## config.mk

```make
export PLATFORM = sky130hd
export DESIGN_NAME = conv1_mem_rd
export DESIGN_NICKNAME = d
export VERILOG_FILES = /design/src/rtl/conv1_mem_rd.sv
export SDC_FILE = /design/constraint.sdc
export NUM_CORES = 1
export LEC_CHECK = 0
export ABC_CLOCK_PERIOD_IN_PS = 3500
export CAP_MARGIN = 10
export CORE_MARGIN = 4
export CORE_UTILIZATION = 50
export CTS_CLUSTER_SIZE = 20
export DETAILED_ROUTE_END_ITERATION = 7
export PLACE_DENSITY = 0.83
export SLEW_MARGIN = 20
export SYNTH_ARGS = -nofsm -noshare
export SYNTH_HDL_FRONTEND = slang
export SYNTH_SLANG_ARGS = --single-unit
```

## constraint.sdc

```tcl
create_clock -name clk -period 3.5 [get_ports clk]
set_input_delay 0.7 -clock clk [delete_from_list [all_inputs] [get_ports clk]]
set_output_delay 0.7 -clock clk [all_outputs]
set_load 0.01 [all_outputs]
```

## src/rtl/conv1_mem_rd.sv

```systemverilog
// conv1_mem_rd: read-side address sequencer for the conv1 output feature map.
// Walks the map in 2x2 max-pool window order, one read per cycle when the pool
// unit is ready, and tags returning data with window position and pool index.
module conv1_mem_rd #(
   parameter int unsigned MAP_W  = 24,
   parameter int unsigned ADDR_W = 10,
   parameter int unsigned BASE   = 0,
   parameter int unsigned RD_LAT = 1,
   parameter int unsigned POOL_W = 8
) (
   input  logic              clk,
   input  logic              reset,
   input  logic              start,
   input  logic              ready,
   output logic [ADDR_W-1:0] rd_addr,
   output logic              rd_en,
   output logic              dv,
   output logic [1:0]        win_pos,
   output logic              win_first,
   output logic              win_last,
   output logic [POOL_W-1:0] pool_addr,
   output logic              busy,
   output logic              done
);

   localparam int unsigned HALF = MAP_W / 2;
   localparam int unsigned CW   = (HALF > 1) ? $clog2(HALF) + 1 : 1;
   localparam int unsigned LW   = (RD_LAT > 1) ? $clog2(RD_LAT) : 1;
   localparam logic [CW-1:0] LAST_IDX = CW'(HALF - 1);

   typedef enum logic [1:0] {
      IDLE  = 2'd0,
      ISSUE = 2'd1,
      DRAIN = 2'd2,
      DONE  = 2'd3
   } state_t;

   state_t              r_state;
   state_t              w_state_nxt;
   logic                w_issue;
   logic                w_clear;
   logic                w_last_elem;
   logic                w_drain_end;

   logic [CW-1:0]       r_wr;
   logic [CW-1:0]       r_wc;
   logic [1:0]          r_pos;
   logic [ADDR_W-1:0]   r_row_base;
   logic [ADDR_W-1:0]   r_col_base;
   logic [POOL_W-1:0]   r_pool;
   logic [LW-1:0]       r_drain_cnt;
   logic                r_busy;
   logic                r_done;

   logic [ADDR_W-1:0]   w_row;
   logic [ADDR_W-1:0]   w_addr;

   logic                r_tv    [RD_LAT];
   logic [1:0]          r_tpos  [RD_LAT];
   logic [POOL_W-1:0]   r_tpool [RD_LAT];

   assign w_last_elem = (r_wr == LAST_IDX) && (r_wc == LAST_IDX) && (r_pos == 2'd3);
   assign w_drain_end = (r_drain_cnt == LW'(RD_LAT - 1));

   // Next-state and issue decode
   always_comb begin
      w_state_nxt = r_state;
      w_issue     = 1'b0;
      w_clear     = 1'b0;
      case (r_state)
         IDLE: begin
            if (start) begin
               w_state_nxt = ISSUE;
               w_clear     = 1'b1;
            end
         end
         ISSUE: begin
            if (ready) begin
               w_issue = 1'b1;
               if (w_last_elem) begin
                  w_state_nxt = DRAIN;
               end
            end
         end
         DRAIN: begin
            if (w_drain_end) begin
               w_state_nxt = DONE;
            end
         end
         DONE: begin
            if (start) begin
               w_state_nxt = ISSUE;
               w_clear     = 1'b1;
            end
         end
         default: begin
            w_state_nxt = IDLE;
         end
      endcase
   end

   // State register plus registered busy/done flags
   always_ff @(posedge clk or posedge reset) begin
      if (reset) begin
         r_state <= IDLE;
         r_busy  <= 1'b0;
         r_done  <= 1'b0;
      end else begin
         r_state <= w_state_nxt;
         r_busy  <= (w_state_nxt == ISSUE) || (w_state_nxt == DRAIN);
         r_done  <= (w_state_nxt == DONE);
      end
   end

   // Window walk counters; row/column bases track addresses without a multiplier
   always_ff @(posedge clk or posedge reset) begin
      if (reset) begin
         r_wr       <= '0;
         r_wc       <= '0;
         r_pos      <= '0;
         r_row_base <= '0;
         r_col_base <= '0;
         r_pool     <= '0;
      end else if (w_clear) begin
         r_wr       <= '0;
         r_wc       <= '0;
         r_pos      <= '0;
         r_row_base <= '0;
         r_col_base <= '0;
         r_pool     <= '0;
      end else if (w_issue) begin
         r_pos <= r_pos + 2'd1;
         if (r_pos == 2'd3) begin
            r_pool <= r_pool + POOL_W'(1);
            if (r_wc == LAST_IDX) begin
               r_wc       <= '0;
               r_col_base <= '0;
               r_wr       <= r_wr + CW'(1);
               r_row_base <= r_row_base + ADDR_W'(2 * MAP_W);
            end else begin
               r_wc       <= r_wc + CW'(1);
               r_col_base <= r_col_base + ADDR_W'(2);
            end
         end
      end
   end

   // Counts cycles spent draining so DONE lands as the last tag leaves
   always_ff @(posedge clk or posedge reset) begin
      if (reset) begin
         r_drain_cnt <= '0;
      end else if (r_state != DRAIN) begin
         r_drain_cnt <= '0;
      end else begin
         r_drain_cnt <= r_drain_cnt + LW'(1);
      end
   end

   // Tag pipeline matching the RAM read latency
   always_ff @(posedge clk or posedge reset) begin
      if (reset) begin
         for (int i = 0; i < int'(RD_LAT); i++) begin
            r_tv[i]    <= 1'b0;
            r_tpos[i]  <= '0;
            r_tpool[i] <= '0;
         end
      end else begin
         r_tv[0]    <= w_issue;
         r_tpos[0]  <= w_issue ? r_pos : 2'd0;
         r_tpool[0] <= w_issue ? r_pool : '0;
         for (int i = 1; i < int'(RD_LAT); i++) begin
            r_tv[i]    <= r_tv[i-1];
            r_tpos[i]  <= r_tpos[i-1];
            r_tpool[i] <= r_tpool[i-1];
         end
      end
   end

   // Read address from the registered counters; forced to zero outside ISSUE
   assign w_row  = r_row_base + (r_pos[1] ? ADDR_W'(MAP_W) : '0);
   assign w_addr = ADDR_W'(BASE) + w_row + r_col_base + ADDR_W'(r_pos[0]);

   assign rd_addr   = (r_state == ISSUE) ? w_addr : '0;
   assign rd_en     = w_issue;
   assign dv        = r_tv[RD_LAT-1];
   assign win_pos   = r_tpos[RD_LAT-1];
   assign pool_addr = r_tpool[RD_LAT-1];
   assign win_first = r_tv[RD_LAT-1] && (r_tpos[RD_LAT-1] == 2'd0);
   assign win_last  = r_tv[RD_LAT-1] && (r_tpos[RD_LAT-1] == 2'd3);
   assign busy      = r_busy;
   assign done      = r_done;

endmodule

```

==> metrics <==
crit path launch type flip-flop; Hold Crit Depth 1; Die ar. 6910 sq um; Syn-to-layout area delta 17.9%; Die Height 83.2 um; Seq cells post-synth 51; most frequent cells in the layout dfrtp_1 (50), clkdlybuf4s50_1 (27), o21ai_0 (23), nand2_1 (23), ha_1 (21); crit path max fanout 3; post-layout power 0.00220 W; Worst-Margin Slew approximately 0.87 ns; Via density 5.72; Slew HR 41.8%; DRC 0; Detail Route Antenna Nets 0; Min Hold Slack 0.438 ns; Detail Placement HPWL 4140 um; Die X just over 80 um; leakage ~1.6 nW; gpl congestion 0.836; Worst R2R Path Depth 8; CTS tree built; Worst Setup SP r_pos[1]; largest net degree at the start of global routing 52; Initial DRC Count roughly 110; layout net count 344; CP arrival 2.69 ns; critical path type flip-flop to output pin; CP endpoint rd_addr[7]; TritonRoute pass-1 iters 4; fill cell count roughly 450; number of max-cap violations 0; Max VDD drop 0.000302 V; Final period util ~97%; hold_buf cts 0; Syn Area/Cell between 9 and 10 sq um; Root Buffer clkbuf_8; Util after Layout 60.5%; origin of the critical flop-to-flop path r_state[1]; initial antenna violation count 0; reg-to-reg slack, setup 0.96 ns; CTS Buffer Depth 2; Global Route Usage Sum 17.8%; clock share of power about a fifth; R2R Path End r_col_base[6]; Avg WL per Cell 15.0 um; Gate power share between 40% and 50%; Synth Warn # 0; CP Data Required Time ~2.8 ns; Slew Limit Fails 0; io pins 30; Synth Net Count 311; Reg area 1280 sq um; H-tree level count 2; commonest non-fill, non-tap cell in the layout dfrtp_1; Synth cell types 48; Hold Vio Cnt, Final 0; Net Sw Power slightly below 0.0008 W; # rows 27; GR Overflow Total 0; Final Instance Count excl. Fillers slightly below 400; clk sinks 51; core footprint 5510 sq um; placed cells 381; Power per Cell Area roughly 660 nW/um^2; Hold Path Class flip-flop to flip-flop; final setup fails 0; via count 2237; RSZ-0062 raised after global routing false; sequential share of power between 30 and 40%; Sw Ratio 35.3%; Post-Route Skew 0.00485 ns; max frequency 0.295 GHz; Total Wirelength 5880 um; Initial Utilization 51.3%; CP endpoint kind output pin; crit path time final about 3.4 ns; clock edge transition at the registers on the reported setup and hold paths 0.09 ns; # diodes 0; worst-skew pair later-pin latency 0.31 ns; global-route wire length before repair 10200 um; vias in the first global route 2212; status finished clean; setup TNS 0 ns; sequential share of the synthesized area 45.2%; CTS buffer count 5; post-synthesis cell area 2820 sq um; share of cells above drive strength 1 8.46%; PortBufs 29; cell count after synthesis 285; Multi-input gate area 1450 sq um; internal power 0.00142 W
-- worst max-delay path, cell delays in order (launching register included) --
cell	delay, ns
dfrtp_1	0.41
fa_1	0.49
ha_1	0.23
or3_1	0.34
o22ai_2	0.13
xnor2_1	0.12
and2_1	0.13
clkdlybuf4s50_1	0.53
-- routing by layer --
metal  global-route usage, %  wire, um  vias up
li1                        -         -     1078
met1                    22.7      2660     1097
met2                    29.3      2860       51
met3                    2.78       196       11
met4                    9.06       163        0
met5                       0         0        -
-- flip-flops by register name (all words and copies together) (netlist names) --
name and flops:
pool_addr 8, busy 1, r_wr 5, r_row_base 6, r_col_base 9, r_pos 2, win_pos 2, done 1
r_state 2, r_wc 5, r_drain_cnt 1, r_pool 8, dv 1
-- how the worst min path moves through the flow --
stage,start,end,slack (ns)
finish,r_drain_cnt,r_drain_cnt,0.44
global route,r_drain_cnt,r_drain_cnt,0.46
CTS,r_drain_cnt,r_drain_cnt,0.44
detailed placement,r_drain_cnt,r_drain_cnt,0.43
global placement,r_drain_cnt,r_drain_cnt,0.42
floorplan,r_drain_cnt,r_drain_cnt,0.40
-- layout make-up --
| cell class | instances | share of cell area [%] |
|---|---|---|
| Sequential cell | 51 | 38.4 |
| Multi-Input combinational cell | 212 | 43.4 |
| Clock buffer | 6 | 2.48 |
| Tap cell | 72 | 2.71 |
| Clock inverter | 2 | 1.05 |
| Inverter | 10 | 1.16 |
| Timing Repair Buffer | 38 | 10.8 |
-- Yosys cell counts, drive strengths merged --
library cell / instances / share of area (%)
xor2: 6 / 1.9
a2111oi: 1 / 0.53
conb: 1 / 0.13
nor2: 16 / 2.1
nand2: 23 / 3.1
a211oi: 5 / 1.3
a21oi: 11 / 2.3
nand4bb: 1 / 0.40
o22ai: 1 / 0.22
a22o: 1 / 0.35
a32oi: 2 / 0.89
and3: 16 / 3.5
dfrtp: 51 / 45
a21o: 3 / 0.84
nor3b: 1 / 0.27
nor4bb: 1 / 0.35
and3b: 1 / 0.31
and4: 1 / 0.31
nand3: 15 / 2.7
o21a: 1 / 0.27
o31ai: 3 / 0.80
or4: 1 / 0.27
inv: 10 / 1.3
nor2b: 1 / 0.22
buf: 4 / 1.4
nand2b: 2 / 0.44
clkbuf: 8 / 1.1
o221a: 1 / 0.40
and2: 11 / 2.4
ha: 21 / 9.3
a31oi: 2 / 0.44
xnor2: 14 / 4.3
nand4: 8 / 1.8
and4bb: 1 / 0.44
fa: 1 / 0.71
mux2i: 1 / 0.35
a311oi: 2 / 0.62
nor3: 8 / 1.4
o21ai: 23 / 4.1
or3: 5 / 1.2
-- logic make-up (layout without fill, tap and decap cells) --
group / count (synthesis) / in the layout / share of synthesized area [%]
compound gates: 56 / 56 / 13.1
simple gates: 112 / 112 / 21.2
flops: 51 / 51 / 45.2
xor+xnor: 20 / 20 / 6.20
fa+ha+maj: 22 / 22 / 10.0
buf+inv: 22 / 56 / 3.81
mux: 1 / 1 / 0.354
other cells: 1 / 1 / 0.133
-- power groups by stage --
stage / Sequential [W] / Clock (W) / Combinational [W]
finish: 0.000857 / 0.000427 / 0.000914
global route: 0.000880 / 0.000461 / 0.00102
CTS: 0.000855 / 0.000435 / 0.000919
detailed placement: 0.000874 / 0 / 0.000897
global placement: 0.000863 / 0 / 0.000871
floorplan: 0.000842 / 0 / 0.000569
-- through the flow --
step	worst slack, ns	area (sq um)
floorplan	0.784	2820
global placement	0.314	3190
detailed placement	0.250	3190
CTS	0.0128	3320
global route	0.00634	3330
finish	0.113	3330
-- repair_timing --
item | in CTS | in global routing
gates resized for setup | 2 | 2
setup buffers | 2 | 0
setup endpoints to repair | 2 | 2
cloned | 0 | 0
pin swaps | 0 | 1
Power figures use the tool's default switching activity.
